--- src/rtl/chr_gen_pkg.sv ---
// Shared constants, state encoding and font address helper for the
// character generator VRAM scheduler.
package chr_gen_pkg;

    localparam int P_ADR_W = 12;
    localparam int P_DAT_W = 8;
    localparam int P_COLS  = 32;
    localparam int P_ROWS  = 24;
    localparam int COL_W   = $clog2(P_COLS);

    localparam logic [P_ADR_W-1:0] P_FONT_BASE = 12'h800;
    localparam logic [7:0]         LINE_END    = 8'(8 * P_ROWS);

    localparam logic [2:0] SLOT_CODE = 3'd0;
    localparam logic [2:0] SLOT_FONT = 3'd2;
    localparam logic [2:0] SLOT_LOAD = 3'd7;

    typedef enum logic [1:0] {
        ST_IDLE  = 2'd0,
        ST_ARMED = 2'd1,
        ST_FETCH = 2'd2
    } state_e;

    function automatic logic [P_ADR_W-1:0] font_adr(input logic [P_DAT_W-1:0] code,
                                                    input logic [2:0]         row);
        font_adr = P_FONT_BASE + P_ADR_W'({code, row});
    endfunction

endpackage

--- src/rtl/chr_cell_ctr.sv ---
// Slot/column/line counters of a fetch run, with next-slot lookahead so the
// top level can decide the RAM port one cycle ahead of it being driven.
module chr_cell_ctr
    import chr_gen_pkg::*;
(
    input  logic             CK,
    input  logic             AR,
    input  logic             EE,
    input  logic             i_start,
    input  logic             i_adv,
    input  logic             i_vstart,
    output logic [2:0]       o_slot,
    output logic [2:0]       o_nxt_slot,
    output logic [COL_W-1:0] o_nxt_col,
    output logic [7:0]       o_line,
    output logic             o_run_end,
    output logic             o_last_line
);

    logic [2:0]       r_slot;
    logic [COL_W-1:0] r_col;
    logic [7:0]       r_line;
    logic             w_cell_end;

    assign w_cell_end  = (r_slot == SLOT_LOAD);
    assign o_run_end   = w_cell_end && (r_col == COL_W'(P_COLS - 1));
    assign o_last_line = (r_line == (LINE_END - 8'd1));
    assign o_nxt_slot  = i_start ? SLOT_CODE : (r_slot + 3'd1);
    assign o_nxt_col   = i_start ? {COL_W{1'b0}} : (r_col + COL_W'(w_cell_end));
    assign o_slot      = r_slot;
    assign o_line      = r_line;

    always_ff @(posedge CK or posedge AR) begin
        if (AR) begin
            r_slot <= 3'd0;
            r_col  <= {COL_W{1'b0}};
            r_line <= 8'd0;
        end else if (EE) begin
            if (i_start || i_adv) begin
                r_slot <= o_nxt_slot;
                r_col  <= o_nxt_col;
            end
            if (i_vstart) begin
                r_line <= 8'd0;
            end else if (i_adv && o_run_end) begin
                r_line <= r_line + 8'd1;
            end
        end
    end

endmodule

--- src/rtl/chr_vram_sched.sv ---
// Single-port VRAM scheduler: fixed code/font fetch slots during active lines,
// every other RAM cycle granted to the host REQ/ACK port.
module chr_vram_sched
    import chr_gen_pkg::*;
(
    input  logic               CK,
    input  logic               AR,
    input  logic               EE,
    input  logic               H_START,
    input  logic               V_START,
    input  logic               HOST_REQ,
    input  logic               HOST_WE,
    input  logic [P_ADR_W-1:0] HOST_ADR,
    input  logic [P_DAT_W-1:0] HOST_WD,
    output logic               HOST_ACK,
    output logic [P_DAT_W-1:0] HOST_RD,
    output logic               HOST_RVLD,
    output logic [P_ADR_W-1:0] RAM_ADR,
    output logic               RAM_WE,
    output logic [P_DAT_W-1:0] RAM_WD,
    input  logic [P_DAT_W-1:0] RAM_RD,
    output logic [P_DAT_W-1:0] PIX_BITS,
    output logic               PIX_LOAD
);

    state_e             r_state;
    logic [P_DAT_W-1:0] r_font;

    logic               w_in_fetch;
    logic               w_start;
    logic               w_adv;
    logic               w_nxt_disp;
    logic               w_disp_slot;
    logic [2:0]         w_slot;
    logic [2:0]         w_nxt_slot;
    logic [COL_W-1:0]   w_nxt_col;
    logic [7:0]         w_line;
    logic [7:0]         w_line_cur;
    logic               w_run_end;
    logic               w_last_line;

    // V_START coincident with H_START starts line 0 immediately
    assign w_in_fetch  = (r_state == ST_FETCH);
    assign w_start     = H_START && (V_START || (r_state == ST_ARMED));
    assign w_adv       = w_in_fetch && !V_START;
    assign w_nxt_disp  = w_start || (w_adv && !w_run_end);
    assign w_disp_slot = w_nxt_disp && ((w_nxt_slot == SLOT_CODE) || (w_nxt_slot == SLOT_FONT));
    assign w_line_cur  = V_START ? 8'd0 : w_line;

    chr_cell_ctr u_ctr (
        .CK          (CK),
        .AR          (AR),
        .EE          (EE),
        .i_start     (w_start),
        .i_adv       (w_adv),
        .i_vstart    (V_START),
        .o_slot      (w_slot),
        .o_nxt_slot  (w_nxt_slot),
        .o_nxt_col   (w_nxt_col),
        .o_line      (w_line),
        .o_run_end   (w_run_end),
        .o_last_line (w_last_line)
    );

    always_ff @(posedge CK or posedge AR) begin
        if (AR) begin
            r_state <= ST_IDLE;
        end else if (EE) begin
            case (r_state)
                ST_IDLE: begin
                    if (w_start)      r_state <= ST_FETCH;
                    else if (V_START) r_state <= ST_ARMED;
                    else              r_state <= ST_IDLE;
                end
                ST_ARMED: begin
                    if (w_start) r_state <= ST_FETCH;
                    else         r_state <= ST_ARMED;
                end
                ST_FETCH: begin
                    if (w_start)        r_state <= ST_FETCH;
                    else if (V_START)   r_state <= ST_ARMED;
                    else if (w_run_end) r_state <= w_last_line ? ST_IDLE : ST_ARMED;
                    else                r_state <= ST_FETCH;
                end
                default: r_state <= ST_IDLE;
            endcase
        end
    end

    // Decisions target the next RAM cycle; in the slot before the font fetch
    // RAM_RD already carries the code read in the code slot.
    always_ff @(posedge CK or posedge AR) begin
        if (AR) begin
            RAM_ADR   <= {P_ADR_W{1'b0}};
            RAM_WE    <= 1'b0;
            RAM_WD    <= {P_DAT_W{1'b0}};
            HOST_ACK  <= 1'b0;
            HOST_RVLD <= 1'b0;
            PIX_BITS  <= {P_DAT_W{1'b0}};
            PIX_LOAD  <= 1'b0;
            r_font    <= {P_DAT_W{1'b0}};
        end else if (EE) begin
            RAM_WE    <= 1'b0;
            HOST_ACK  <= 1'b0;
            PIX_LOAD  <= 1'b0;
            HOST_RVLD <= HOST_ACK && !RAM_WE;
            if (w_disp_slot) begin
                if (w_nxt_slot == SLOT_CODE) RAM_ADR <= P_ADR_W'({w_line_cur[7:3], w_nxt_col});
                else                         RAM_ADR <= font_adr(RAM_RD, w_line_cur[2:0]);
            end else if (HOST_REQ) begin
                RAM_ADR  <= HOST_ADR;
                RAM_WE   <= HOST_WE;
                RAM_WD   <= HOST_WD;
                HOST_ACK <= 1'b1;
            end
            if (w_in_fetch && (w_slot == (SLOT_FONT + 3'd1))) begin
                r_font <= RAM_RD;
            end
            if (w_in_fetch && (w_slot == SLOT_LOAD)) begin
                PIX_BITS <= r_font;
                PIX_LOAD <= 1'b1;
            end
        end
    end

    // Read data is the RAM output in the cycle after the ACK, zero otherwise
    assign HOST_RD = HOST_RVLD ? RAM_RD : {P_DAT_W{1'b0}};

endmodule
--- config.mk ---
export PLATFORM = sky130hd
export DESIGN_NAME = chr_vram_sched
export DESIGN_NICKNAME = d
export VERILOG_FILES = /design/src/rtl/chr_gen_pkg.sv /design/src/rtl/chr_cell_ctr.sv /design/src/rtl/chr_vram_sched.sv
export SDC_FILE = /design/constraint.sdc
export NUM_CORES = 1
export LEC_CHECK = 0
export ABC_CLOCK_PERIOD_IN_PS = 2800
export BUFFER_PORTS_ARGS = -buffer_cell sky130_fd_sc_hd__buf_2
export CAP_MARGIN = 20
export CORE_ASPECT_RATIO = 1.4
export CORE_MARGIN = 4
export CORE_UTILIZATION = 25
export CTS_BUF_LIST = sky130_fd_sc_hd__clkbuf_8
export DETAILED_ROUTE_END_ITERATION = 6
export HOLD_SLACK_MARGIN = 0.02
export PLACE_DENSITY = 0.45
export SETUP_SLACK_MARGIN = 0.02
export SLEW_MARGIN = 5
export SYNTH_ARGS = -nofsm -noshare
export SYNTH_HDL_FRONTEND = slang
export SYNTH_SLANG_ARGS = --single-unit
--- constraint.sdc ---
create_clock -name CK -period 2.8 [get_ports CK]
set_input_delay 0.42 -clock CK [delete_from_list [all_inputs] [get_ports CK]]
set_output_delay 0.42 -clock CK [all_outputs]
set_load 0.01 [all_outputs]
==> reports/metrics.yaml <==
start_kind: "register"
layout_commonest_cell: "buf_2"
endpoint_kind: "register"
fp.dieH_um: 136
slew_headroom: 0.397
worst_path_largest_cell_delay_ps: 440
worstPathRequired_ps: 3020
grt_start_max_net_pins: 42
path_max_fanout: 12
first_pass_iters: 4
synth_top_area_frac: 0.496
antenna_found_initial: 0
timing.rr.start: "u_ctr.o_slot[0]"
avgViaCountPerCell: 4.90
rsz0062_at_grt: "false"
clock_skew_ps: 6.57
drcViolationCount: 0
crit_chain: "ha_1 > ha_1 > and4b_1 > o211a_1 > nor3_4 > buf_4 > and2_1 > a221o_1"
ys_seq_elements: 58
grt_overflow_total: 0
h-tree-depth: 3
track_usage: 0.130
hold_path_class: "input pin to async pin"
cp_num_buf_inv: 1
crit_family: "adder cells"
drt-total-wl_um: 8420
clkSlewWorstSetupHoldPaths_ps: 70
synth_fp_nets: 313
ys.flop_type: "dfrtp_1"
setup_viol: 0
rows: 46
core_area_sq_um: 11400
crit_path_top_delay_cell: "dfrtp_1"
via_count: 2456
yosys.area.top_type: "dfrtp_1"
dp.cells: 486
synthCells: 272
synth_edf_count: 0
num_io_pins: 75
layout.nets: 394
cts_tree: "built"
syn_avg_cell_area_sq_um: 10.8
numCtsBuffers: 9
die_w_um: 99.4
clkSinkCount: 58
place_congestion: 0.802
io_buffers: 74
diodes: 0
cp-startpoint: "u_ctr.o_slot[0]"
dr.first_iter.drc_count: 132
finalCriticalPeriod_ps: 2310
ir_worst_vdd_mv: 0.202
grt_pass1_wl_um: 13600
synth.top_cells.by_area: "dfrtp_1 50%, mux2_2 6.9%, o21ai_0 3.9%"
leakage_nw: 1.72
yosysWarningCount: 0
grt_pass1_vias: 2475
worstSetupPathType: "register to register"
post_cts_buffers: 0
start_util: 0.257
stdcell_count: 501
dieArea_sq_um: 13500
synth.distinct_cells: 53
hold_viol: 0
synth.cell_area_sq_um: 2920
clkLatencyLatePin_ps: 340
ant_nets: 0
cts_resized: 0
area_delta_synth_final_pct: 25.2
worstPathArrival_ps: 2530
p_per_area_nw_per_um2: 669
tightest_slew_ps: 903
cts_buffer_depth: 2
worst_path_most_repeated_cell: "ha_1"
drive_gt1_frac: 0.356
routedWlPerCell_um: 16.8
final.period_utilization: 0.825
ys_async_sr_fraction: 1.00
dp_hpwl_um: 6350
finalSetupTns_ps: 0
cts_hold_buffers: 0
final_cell_mix: "74 x buf_2, 58 x dfrtp_1, 23 x o21ai_0"
outcome: "finished clean"
slew_viol_final: 0
fmax_mhz: 433
cap_violations: 0
root_buffer: "clkbuf_8"
seq_area_frac_synth: 0.496
[stage by stage]
step | hold slack (ps) | area [sq um] | power [mW] | worst slack, ps | utilization
2_1_floorplan | 454 | 2920 | 1.47 | 579 | -
3_3_place_gp | 467 | 3470 | 1.70 | 571 | 0.304
3_5_place_dp | 479 | 3470 | 1.71 | 506 | 0.304
4_1_cts | 277 | 3660 | 2.50 | 487 | 0.321
5_1_grt | 282 | 3660 | 2.61 | 350 | 0.321
6_report | 269 | 3660 | 2.45 | 489 | 0.321
[flip-flops by register name (all words and copies together) (netlist names)]
name          flops
HOST_RVLD         1
RAM_ADR          12
RAM_WE            1
PIX_LOAD          1
u_ctr.r_col       5
u_ctr.o_slot      3
u_ctr.o_line      8
HOST_ACK          1
RAM_WD            8
r_font            8
r_state           2
PIX_BITS          8
[cells by family (layout without fill, tap and decap cells)]
| group | after synthesis | count (layout) | synth area share |
|---|---|---|---|
| AOI/OAI and AO/OA | 81 | 81 | 0.196 |
| xor gates and xnor gates | 2 | 2 | 0.00599 |
| adders and majority gates | 6 | 6 | 0.0257 |
| buffers and inverters | 18 | 103 | 0.0278 |
| DFF | 58 | 58 | 0.496 |
| muxes | 25 | 25 | 0.0963 |
| and+or+nand+nor | 82 | 82 | 0.152 |
[final timing paths]
path / to / slack [ps] / cells after the start
min in group CK: RAM_WD[7] / 290 / 2
worst min register to register: RAM_WD[2] / 490 / 1
worst max-delay path: RAM_ADR[10] / 490 / 8
max in group asynchronous: u_ctr.o_line[7] / 1760 / 3
worst max register to register: RAM_ADR[10] / 490 / 8
worst min-delay path: RAM_WD[0] / 270 / 2
[synthesized netlist by cell type (6+ instances only)]
| library cell | count |
|---|---|
| dfrtp_1 | 58 |
| o21ai_0 | 23 |
| nand2_1 | 22 |
| mux2_2 | 18 |
| nor2_1 | 12 |
| and2_1 | 10 |
| a31oi_1 | 9 |
| nand3_1 | 9 |
| o31ai_1 | 9 |
| a21oi_1 | 7 |
| inv_1 | 7 |
| mux2_1 | 7 |
| nor2b_1 | 7 |
| ha_1 | 6 |
[metal layers]
layer,routed length (um),share of wire,up-vias,track usage
met5,0,0,-,0
met3,453,0.054,14,0.0303
met4,255,0.030,0,0.0759
met2,4140,0.49,75,0.211
li1,-,-,1181,-
met1,3570,0.42,1186,0.157
[final cells by class]
cell class / count / area, sq um
Fill cell: 1225 / 7730
Clock inverter: 5 / 55.1
Timing Repair Buffer: 80 / 415
Multi-Input combinational cell: 196 / 1390
Clock buffer: 10 / 138
Tap cell: 144 / 180
Sequential cell: 58 / 1450
Inverter: 8 / 30.0
[power by group]
| part | internal [mW] | switching [mW] | leakage, nW |
|---|---|---|---|
| clock network | 0.426 | 0.338 | 0.0941 |
| registers | 0.982 | 0.0973 | 0.750 |
| logic | 0.254 | 0.354 | 0.873 |
| total | 1.66 | 0.788 | 1.72 |
[worst reg2reg max path, cell delays in order, from the launching register on]
cell     delay, ps
dfrtp_1        440
ha_1           250
ha_1           330
and4b_1        270
o211a_1        230
nor3_4          50
buf_4          200
and2_1         170
a221o_1        250
(Power assumes the default switching activity.)
